$ cat src/rtl/fu_lane_dispatch.sv
// Three identical fixed-latency execution lanes fed by the 3-wide issue-to-FU FIFO.
// Each lane captures a packet, counts LATENCY cycles, then holds it until the completion stage acks.
package fu_pkg;
    typedef struct packed {
        logic        valid;
        logic [3:0]  op;
        logic [5:0]  dest_tag;
        logic [15:0] data;
    } ISSUE_FU_PACKET;

    typedef enum logic [1:0] {
        LANE_IDLE = 2'd0,
        LANE_BUSY = 2'd1,
        LANE_DONE = 2'd2
    } lane_state_t;
endpackage

module fu_lane_dispatch #(
    parameter int LATENCY = 4
) (
    input  logic                          clock,
    input  logic                          reset,
    input  logic                          squash,
    input  fu_pkg::ISSUE_FU_PACKET [2:0]  fu_pckt_in,
    input  logic [2:0]                    done_ack,
    output logic [2:0]                    rd_EN,
    output logic [2:0]                    lane_done,
    output fu_pkg::ISSUE_FU_PACKET [2:0]  lane_pckt,
    output logic [1:0]                    busy_count,
    output fu_pkg::lane_state_t [2:0]     lane_state
);
    import fu_pkg::*;

    localparam int CNT_W = $clog2(LATENCY + 1);
    localparam logic [CNT_W-1:0] LOAD_CNT = (LATENCY > 1) ? CNT_W'(LATENCY - 2) : '0;

    lane_state_t [2:0]          state, state_n;
    logic [2:0][CNT_W-1:0]      cnt, cnt_n;
    ISSUE_FU_PACKET [2:0]       pckt, pckt_n;
    logic [2:0]                 accept;

    // Handshake: rd_EN[i] is a request derived only from lane state; the FIFO answers in the
    // same cycle on fu_pckt_in[i], and a transfer happens when rd_EN[i] & fu_pckt_in[i].valid.
    always_comb begin
        rd_EN   = '0;
        accept  = '0;
        state_n = state;
        cnt_n   = cnt;
        pckt_n  = pckt;
        for (int i = 0; i < 3; i++) begin
            rd_EN[i]  = reset & ~squash &
                        ((state[i] == LANE_IDLE) | ((state[i] == LANE_DONE) & done_ack[i]));
            accept[i] = rd_EN[i] & fu_pckt_in[i].valid;
            if (squash) begin
                state_n[i] = LANE_IDLE;
                cnt_n[i]   = '0;
                pckt_n[i]  = '0;
            end else if (accept[i]) begin
                // A single-cycle build skips BUSY and presents the result after one edge.
                state_n[i] = (LATENCY == 1) ? LANE_DONE : LANE_BUSY;
                cnt_n[i]   = LOAD_CNT;
                pckt_n[i]  = fu_pckt_in[i];
            end else begin
                case (state[i])
                    LANE_BUSY: begin
                        if (cnt[i] == '0) state_n[i] = LANE_DONE;
                        else              cnt_n[i]   = cnt[i] - CNT_W'(1);
                    end
                    LANE_DONE: begin
                        if (done_ack[i]) begin
                            state_n[i] = LANE_IDLE;
                            cnt_n[i]   = '0;
                            pckt_n[i]  = '0;
                        end
                    end
                    default: ;
                endcase
            end
        end
    end

    always_ff @(posedge clock) begin
        if (!reset) begin
            for (int i = 0; i < 3; i++) begin
                state[i] <= LANE_IDLE;
                cnt[i]   <= '0;
                pckt[i]  <= '0;
            end
        end else begin
            state <= state_n;
            cnt   <= cnt_n;
            pckt  <= pckt_n;
        end
    end

    always_comb begin
        busy_count = '0;
        lane_done  = '0;
        for (int i = 0; i < 3; i++) begin
            lane_done[i] = (state[i] == LANE_DONE);
            busy_count   = busy_count + 2'((state[i] != LANE_IDLE) ? 1 : 0);
        end
    end

    assign lane_pckt  = pckt;
    assign lane_state = state;
endmodule

$ cat config.mk
export PLATFORM = sky130hd
export DESIGN_NAME = fu_lane_dispatch
export DESIGN_NICKNAME = d
export VERILOG_FILES = /design/src/rtl/fu_lane_dispatch.sv
export SDC_FILE = /design/constraint.sdc
export NUM_CORES = 1
export LEC_CHECK = 0
export BUFFER_PORTS_ARGS = -buffer_cell sky130_fd_sc_hd__buf_2
export CORE_UTILIZATION = 35
export CTS_CLUSTER_SIZE = 28
export DETAILED_ROUTE_END_ITERATION = 10
export GPL_TIMING_DRIVEN = 0
export PLACE_DENSITY = 0.7
export SYNTH_ARGS = -nofsm -noshare
export SYNTH_HDL_FRONTEND = slang
export SYNTH_SLANG_ARGS = --single-unit
export TNS_END_PERCENT = 5
$ cat constraint.sdc
create_clock -name clock -period 1.63 [get_ports clock]
set_clock_uncertainty 0.2 [all_clocks]
set_input_delay 0.163 -clock clock [delete_from_list [all_inputs] [get_ports clock]]
set_output_delay 0.163 -clock clock [all_outputs]
set_load 0.005 [all_outputs]
# Word level (Yosys, flattened, before mapping)
# Index checks and enable logic that the tools add are counted.
# classes
add_sub_neg	5
n_eq_ne	24
mux	36
bitwise	15
n_reduce_logical	40
# ops
op	n
two-way mux 27 bit	9
AND reduction 3 bit	12
nonzero test 2 bit	12
two-way mux 2 bit	9
two-way mux 3 bit	6
!= test 2 bit, second input constant	9
!= test 3 bit, second input constant	6
one-hot mux 3 bit (2 select lines)	3
one-hot mux 2 bit (2 select lines)	3
AND 1 bit	10
zero test 3 bit	3
!= test 3 x 2 -> 1 bit, second input constant	3
nonzero test 3 bit	3
OR reduction 3 bit	3
subtractor 3 x 1 -> 3 bit, second input constant	3
equality test 2 x 1 -> 1 bit, second input constant	3
equality test 2 bit, second input constant	3
zero test 2 bit	3
two-way mux 1 bit	6
AND reduction 2 bit	3
bitwise OR 1 bit	3
adder 1 x 1 -> 2 bit	1
adder 2 x 1 -> 2 bit	1
inverter 1 bit	2
OR reduction 2 bit	1
# word_totals
regBits	96
in_bits	87
output_inout_bits	95
wordCells	144

# Depth between registers and ports, before layout
# Gate-level depths: netlist (run 1).
# logic_depth
ltp_word	7
depth_mapped	7
mapped_depth_nobuf	6

# Least setup slack after synthesis (run 1)
# Ideal clock, no wire load.
# synth_timing
path_type	register to register
startpoint	register cnt[6] (netlist name)
endpoint	register cnt[8] (netlist name)
setup_ns	0.070
arrival_ns	1.308
required_ns	1.360
setup_slack_ns	0.052
stages_incl_launch_ff	7
n_path_buf	0
period_less_slack_ns	1.578
path_cell_list	dfxtp_1 > inv_1 > ha_1 > nor2b_1 > o21a_1 > or3_1 > a21boi_1
# synth_via
elab_chain_len	3
elab_cells_between_ends	6
cone_classes	add/sub: 1; eq/ne: 1; mux: 2; reduce/logical: 2
# synth_lines
item	line_no	rtl
start, declared	38	logic [2:0][CNT_W-1:0] cnt, cnt_n;
start signal, assigned	91	cnt <= cnt_n;
subtractor 3 x 1 -> 3 bit / zero test 3 bit (equally long branches)	67, 66	
two-way mux 3 bit / != test 2 bit (equally long branches)	-	
one-hot mux 3 bit (2 select lines) / AND reduction 3 bit (equally long branches)	-	
# Parallel ways exist; a longest one is shown, timed or not. The select of a mux whose other input is x is not followed.
# A chain may end at the register's enable or synchronous reset.

# Worst setup path after layout (run 1)
# layout_timing
startpoint	register state, in the netlist lane_state[4]
endpoint	output busy_count[0]
# layout_via
elab_chain_len	3
# layout_lines
item	line_no	rtl
start, declared	37	lane_state_t [2:0] state, state_n;
start signal, assigned	90	state <= state_n;
nonzero test 2 bit	101	busy_count = busy_count + 2'((state[i] != LANE_IDLE) ? 1 : 0);
two-way mux 1 bit	101	
adder 2 x 1 -> 2 bit	101	
end, declared	29	output logic [1:0] busy_count,
# Every way passes these cells.

==> results by group, run 1 <==
Setup path
  • Worst setup EP type: primary output
  • Crit Path Max Fanout: 2
  • CP Data Arrival Time: approximately 1600 ps
  • Setup crit start: lane_state[4]$_SDFFE_PP0P_
  • Critical Path RT: between 1000 and 1500 ps
  • Worst Setup Start Kind: flip-flop
  • Critical path class: reg -> out
  • Critical R2R Launch: cnt[6]$_SDFFE_PP0P_

Place
  • Post-DP HPWL: between 6000 and 7000 microns
  • Number of port buffers: 181
  • Area after DPL: approximately 0.0046 sq mm
  • Dpl ws: -133 ps
  • Gpl congestion: about 0.78

Logic synthesis
  • Asr flop ratio synth: 0%
  • Post-synth top flop: dfxtp_1
  • Yosys warns: 0
  • Yosys cell types: 40
  • Post-synth net total: around 400
  • EDFF count, synth: 0
  • Flops & latches, synth: 96
  • Mapped Cells: slightly above 300
  • Register area share after synthesis: 54.6%
  • Syn Area/Cell: between 10 and 15 sq um
  • Cell Area, Synth: 0.00352 sq mm

Timing
  • Final min period: between 1500 and 2000 ps
  • Final Setup Violations: 26
  • Worst Tran Pin Value: roughly 540 ps
  • Crit share post-route: 119%
  • Max_slew headroom: between 60% and 70%
  • Final hold vios: 0
  • Final worst slack: -311 ps
  • Max-slew violations: 0
  • Max Fclk: approximately 520 MHz
  • RSZ-0062 raised after global routing: true
  • Setup TNS: -1160 ps

Power
  • Sw Ratio: approximately a quarter
  • Combinational Power Share: between 10% and 20%
  • Internal Power: between 3000 and 4000 uW
  • PwrDens: about 810 mW/mm^2
  • Reg power frac: a little over half
  • Maximum vdd drop: 0.518 mV
  • Clock power share: between 30% and 40%
  • Leakage: about 0.0028 uW
  • NetSw: 1250 uW

Status
  • Status: complete, but fails checks
  • Failing checks: setup timing

Floorplan
  • Die H: 102 microns
  • # rows: 36
  • Die Area: approximately 0.010 sq mm
  • Core footprint: 0.00977 sq mm
  • Die X: approximately 100 microns
  • I/O pin count: ~180
  • Initial Util: between 30 and 40%

Detailed routing
  • Total Wirelength: ~10000 microns
  • Vias: 3479
  • Antenna-violating nets left: 0
  • Detailed-route DRC error count: 0
  • Via/cell ratio: roughly 4.8
  • WL/cell: approximately 14 microns
  • 1st-iter DRT viols: between 100 and 150
  • Router iterations before antenna repair: 4

GRT
  • Vias in the first global route: approximately 3400
  • First-pass GRT wire length: between 15000 and 20000 microns
  • Total track usage: around 18%
  • Initial antenna violation count: 0
  • Global route overflow: 0
  • Largest net degree at the start of global routing: 20

Clock network
  • TritonCTS clock tree: done
  • CTS clk-pin slew, worst paths: roughly 100 ps
  • CTS Buf Count: 9
  • CTS Buffer Depth: 2
  • Clk_lat worst skew: roughly 350 ps
  • Root buffer cell: clkbuf_8
  • H-Tree Depth: 3
  • Clk sinks: 96

Hold path
  • Worst Hold Class: in -> reg
  • Hold Crit Start: fu_pckt_in[80]

Finish
  • ANT cells: 0
  • Final #Nets: just under 700
  • P&R area growth vs syn: 65.3%
  • Fraction of layout cells with a size suffix above 1: between 40% and 50%
  • Final Instance Area: roughly 0.0058 sq mm

Job
  • MaxCap Viol Count: 0
sequential cells by signal (all words and copies together), names as in the netlist:
signal      flops
lane_pckt      81
cnt             9
lane_state      6
through the flow:
stage | std cells | util [%] | total power (uW) | hold slack, ps
floorplan | 309 | - | 2760 | 88.5
global placement | 623 | 47.0 | 2990 | 174
detailed placement | 623 | 47.0 | 3000 | 178
CTS | 727 | 58.7 | 4700 | 1.75
global route | 731 | 59.5 | 4910 | 27.6
finish | 731 | 59.5 | 4690 | 21.2
cell usage in the layout (no fill, tap or decap), types with 5 or more instances in the layout:
| cell type | netlist | routed |
|---|---|---|
| nand2b_1 | 10 | 8 |
| ha_1 | 6 | 6 |
| buf_4 | 2 | 7 |
| a22o_1 | 78 | 78 |
| buf_2 | 6 | 182 |
| a21oi_1 | 11 | 11 |
| o21ai_0 | 6 | 6 |
| nor2b_1 | 10 | 8 |
| inv_1 | 11 | 9 |
| dlygate4sd3_1 | 0 | 83 |
| nor2_2 | 4 | 5 |
| clkbuf_8 | 0 | 9 |
| nand2_1 | 11 | 10 |
| buf_6 | 11 | 15 |
| dfxtp_2 | 0 | 5 |
| dfxtp_1 | 96 | 89 |
layout make-up:
type | instances | area, sq um
fill | 787 | 3950
sequential | 96 | 1940
timing repair buffer | 273 | 1820
multi-input combinational | 182 | 1450
buffer | 20 | 215
tap | 133 | 166
clock buffer | 9 | 124
clock inverter | 7 | 75.1
inverter | 11 | 41.3
path summary, 6_finish.rpt:
kind,to,slack [ps],cells past startpoint
worst max-delay path,busy_count[0],-310,5
worst min-delay path,cnt[6]$_SDFFE_PP0P_,20,4
worst max register to register,cnt[8]$_SDFFE_PP0P_,-50,6
worst min register to register,cnt[0]$_SDFFE_PP0P_,280,2
cells by family after synthesis:
kind of cell    share of synthesized area, %
buf+inv                                 6.07
fa+ha+maj                               2.70
simple gates                            10.2
xor+xnor                               0.249
compound gates                          24.8
mux                                     1.42
flops                                   54.6
worst max-delay path, cell delays in order, from the launching register on:
cell and delay [ps]:
dfxtp_4 350, or2_4 250, inv_2 60, fa_1 370, inv_1 80, buf_2 110
power groups by stage:
stage / sequential [uW] / combinational, uW / clock [uW]
finish: 2470 / 691 / 1530
global route: 2480 / 751 / 1680
CTS: 2460 / 660 / 1580
detailed placement: 2520 / 479 / 0
global placement: 2520 / 472 / 0
floorplan: 2530 / 230 / 0
cell usage after synthesis, types with 3 or more instances:
cell	number	area, sq um
buf_2	6	30.0
nand3_1	3	15.0
a22o_1	78	683
mux2i_1	5	50.1
nor2_2	4	25.0
nor2_1	7	26.3
ha_1	6	75.1
nor2b_1	10	62.6
inv_1	11	41.3
o21ai_0	6	30.0
nand2b_1	10	62.6
nand2_1	11	41.3
buf_6	11	124
nor3_1	4	20.0
dfxtp_1	96	1920
a21oi_1	11	55.1
per-layer routing:
layer  vias to the layer above  part of all wire [%]  track usage (%)
li1                       1705                     -                -
met1                      1619                    42             19.8
met2                       138                    51             34.4
met3                        17                   5.8             4.72
met4                         0                   1.5             5.82
met5                         -                     0                0
timing repair:
action	CTS	global route
pin swaps	2	1
endpoints found under the hold margin	83	0
gates cloned	0	0
hold buffers	84	0
setup endpoints to repair	74	71
buffers inserted	4	4
gates resized for setup	25	16
(Power assumes the default switching activity.)
==> run 2, diff against run 1 <==
Settings changed: GPL_TIMING_DRIVEN 0 to unset, RECOVER_POWER set to 50.
==> run 2 against run 1 <==
Net effect:
- the run still ends with setup timing left
- clock-buffer cell count unchanged
- sequential share of layout area up 0.48 points
- setup slack worse by 10 ps
- non-clock buffer count down 1
- highest routed layer unchanged
- largest power group unchanged
- utilization down 0.84 points
==> results by group, run 2 (same netlist as run 1, synthesis figures left out) <==
GRT
  • Initial antenna violation count: 0 (unchanged)
  • Vias in the first global route: 3272 (was 3388)
  • Total track usage: 18.3% (about the same)
  • Largest net degree at the start of global routing: 27 (was 20)
  • Global route overflow: 0 (unchanged)
  • First-pass GRT wire length: 15000 microns (was 15100 microns)

Status
  • Failing checks: setup timing (unchanged)
  • Status: complete, but fails checks (unchanged)

Clock network
  • CTS Buf Count: 9 (unchanged)
  • H-Tree Depth: 3 (unchanged)
  • CTS Buffer Depth: 2 (unchanged)
  • TritonCTS clock tree: done (unchanged)
  • Clk_lat worst skew: 350 ps (about the same)
  • CTS clk-pin slew, worst paths: 100 ps (about the same)
  • Clk sinks: 96 (unchanged)
  • Root buffer cell: clkbuf_8 (unchanged)

Hold path
  • Worst Hold Class: in -> reg (unchanged)
  • Hold Crit Start: fu_pckt_in[80] (unchanged)

Setup path
  • Worst Reg-to-Reg Cells: 6 (unchanged)
  • Max incr delay on CP: 570 ps (was 370 ps)
  • Worst setup EP type: primary output (unchanged)
  • FF-to-FF End: cnt[4]$_SDFFE_PP0P_ (was cnt[8]$_SDFFE_PP0P_)
  • CP Cell Sequence: nor2_1, fa_1, inv_1, buf_2 (was or2_4, inv_2, fa_1, inv_1, buf_2)
  • Critical path class: reg -> out (unchanged)
  • CP Data Arrival Time: 1590 ps (was 1580 ps)
  • Flop-to-flop setup slack: 0 ps (was -50 ps)
  • Setup crit start: lane_state[2]$_SDFFE_PP0P_ (was lane_state[4]$_SDFFE_PP0P_)
  • Critical Path Sink: busy_count[0] (unchanged)
  • Crit Path Max Fanout: 4 (was 2)
  • Critical Path RT: 1270 ps (about the same)
  • CP max stage cell: fa_1 (unchanged)
  • Critical R2R Launch: cnt[3]$_SDFFE_PP0P_ (was cnt[6]$_SDFFE_PP0P_)
  • Worst Setup Start Kind: flip-flop (unchanged)

Finish
  • Fraction of layout cells with a size suffix above 1: 33.3% (was 42.5%)
  • Max FFs per register: 81 (unchanged)
  • ANT cells: 0 (unchanged)
  • Final Instance Area: 0.00574 sq mm (was 0.00582 sq mm)
  • P&R area growth vs syn: 62.9% (was 65.3%)
  • Final #Nets: 687 (unchanged)
  • Most frequent cells in the layout: buf_2, dfxtp_1, dlygate4sd3_1 (unchanged)
  • Commonest non-fill, non-tap cell in the layout: buf_2 (unchanged)
  • Fillers: 857 (was 787)

Power
  • Combinational Power Share: 14.2% (was 14.7%)
  • Clock power share: 33.8% (was 32.7%)
  • PwrDens: 827 mW/mm^2 (was 805 mW/mm^2)
  • Sw Ratio: 25.3% (was 26.6%)
  • NetSw: 1200 uW (was 1250 uW)
  • Total power: 4740 uW (was 4690 uW)
  • Leakage: 0.00256 uW (was 0.00280 uW)
  • Reg power frac: 52.0% (was 52.6%)
  • Internal Power: 3550 uW (was 3440 uW)
  • Maximum vdd drop: 0.440 mV (was 0.518 mV)

Timing
  • RSZ-0062 raised after global routing: true (unchanged)
  • Setup TNS: -677 ps (was -1160 ps)
  • Crit share post-route: 120% (was 119%)
  • Max_slew headroom: 60.8% (was 64.0%)
  • Max-slew violations: 0 (unchanged)
  • Max Fclk: 513 MHz (was 515 MHz)
  • Final min period: 1950 ps (was 1940 ps)
  • Final worst slack: -321 ps (was -311 ps)
  • Hold WS: 38.0 ps (was 21.2 ps)
  • Final hold vios: 0 (unchanged)
  • Final Setup Violations: 6 (was 26)
  • Worst Tran Pin Value: 587 ps (was 540 ps)

Floorplan
  • Die Area: 0.0105 sq mm (unchanged)
  • Die X: 102 microns (unchanged)
  • Initial Util: 36.0% (unchanged)
  • I/O pin count: 182 (unchanged)
  • # rows: 36 (unchanged)
  • Core footprint: 0.00977 sq mm (unchanged)
  • Die H: 102 microns (unchanged)

Place
  • Gpl congestion: 0.829 (was 0.779)
  • Area after DPL: 0.00469 sq mm (was 0.00459 sq mm)
  • Post-DP HPWL: 6120 microns (was 6100 microns)
  • Number of port buffers: 181 (unchanged)
  • Dpl ws: -203 ps (was -133 ps)

Detailed routing
  • Antenna-violating nets left: 0 (unchanged)
  • Vias: 3478 (was 3479)
  • Total Wirelength: 10600 microns (was 10200 microns)
  • Via/cell ratio: 4.76 (about the same)
  • Detailed-route DRC error count: 0 (unchanged)
  • WL/cell: 14.5 microns (was 13.9 microns)
  • Router iterations before antenna repair: 5 (was 4)
  • 1st-iter DRT viols: 76 (was 103)

Job
  • MaxCap Viol Count: 0 (unchanged)
-- run 2: cell count changes in the layout (fill, tap and decap cells not counted), moves of 2 or more --
cell      before  now
nor2b_2        2    4
buf_12         0    6
nor2b_1        8    6
buf_4          7   22
clkinv_2       0    2
inv_6          0    2
buf_6         15    0
nor2_4         4    2
buf_8          3    0
clkinv_4       2    0
nor2_1         4    6
buf_2        182  126
clkbuf_1       1   55
inv_8          3    1
-- run 2: metrics by stage --
step                      instances  util, %
after floorplan                 309        -
after detailed placement        630     48.0
after CTS                       729     58.7
final                           731     58.7
after global placement          630     48.0
after global routing            731     58.7
-- run 2: worst max-delay path, delay by kind of cell, from the launching register on --
family	cells	cell delay, ps
adders and majority gates	1	570
buffers and inverters	2	170
DFF	1	420
and+or+nand+nor	1	80
-- run 2: repair_timing --
action / 4_1_cts / 5_1_grt
hold buffers: 83 / 0
buffers inserted: 0 / 1
hold endpoints to repair: 85 / 0
endpoints found under the setup margin: 35 / 40
cloned: 0 / 1
gates resized for setup: 10 / 12
pin swaps: 20 / 8
-- run 2: power groups by stage --
| stage | combinational (uW) | clock, uW | sequential (uW) |
|---|---|---|---|
| final | 674 | 1600 | 2470 |
| after CTS | 657 | 1660 | 2460 |
| after detailed placement | 502 | 0 | 2520 |
| after floorplan | 230 | 0 | 2530 |
| after global placement | 491 | 0 | 2520 |
| after global routing | 730 | 1770 | 2480 |
-- run 2: worst min path at each step --
stage	slack, ps	cells past startpoint	end
after detailed placement	180	2	lane_pckt[5]$_SDFFE_PP0P_
after floorplan	90	1	lane_pckt[10]$_SDFFE_PP0P_
after global routing	20	4	lane_pckt[53]$_SDFFE_PP0P_
after CTS	4	4	lane_state[2]$_SDFFE_PP0P_
final	40	4	cnt[6]$_SDFFE_PP0P_
after global placement	170	2	lane_pckt[19]$_SDFFE_PP0P_
-- run 2: layer usage --
| metal | wire (microns) | vias up | GRT usage [%] |
|---|---|---|---|
| met4 | 75 | 0 | 8.46 |
| met1 | 4620 | 1626 | 20.6 |
| met3 | 600 | 8 | 4.58 |
| met5 | 0 | - | 0 |
| li1 | - | 1705 | - |
| met2 | 5290 | 139 | 32.3 |
-- run 2: area by class of cell --
class                      instances  area, sq um  share of cell area [%]
timing repair buffer             292         1950                    34.0
multi-input combinational        183         1440                    25.1
tap                              133          166                    2.90
inverter                          11         41.3                   0.720
clock buffer                       9          124                    2.16
sequential                        96         1940                    33.7
clock inverter                     7         76.3                    1.33
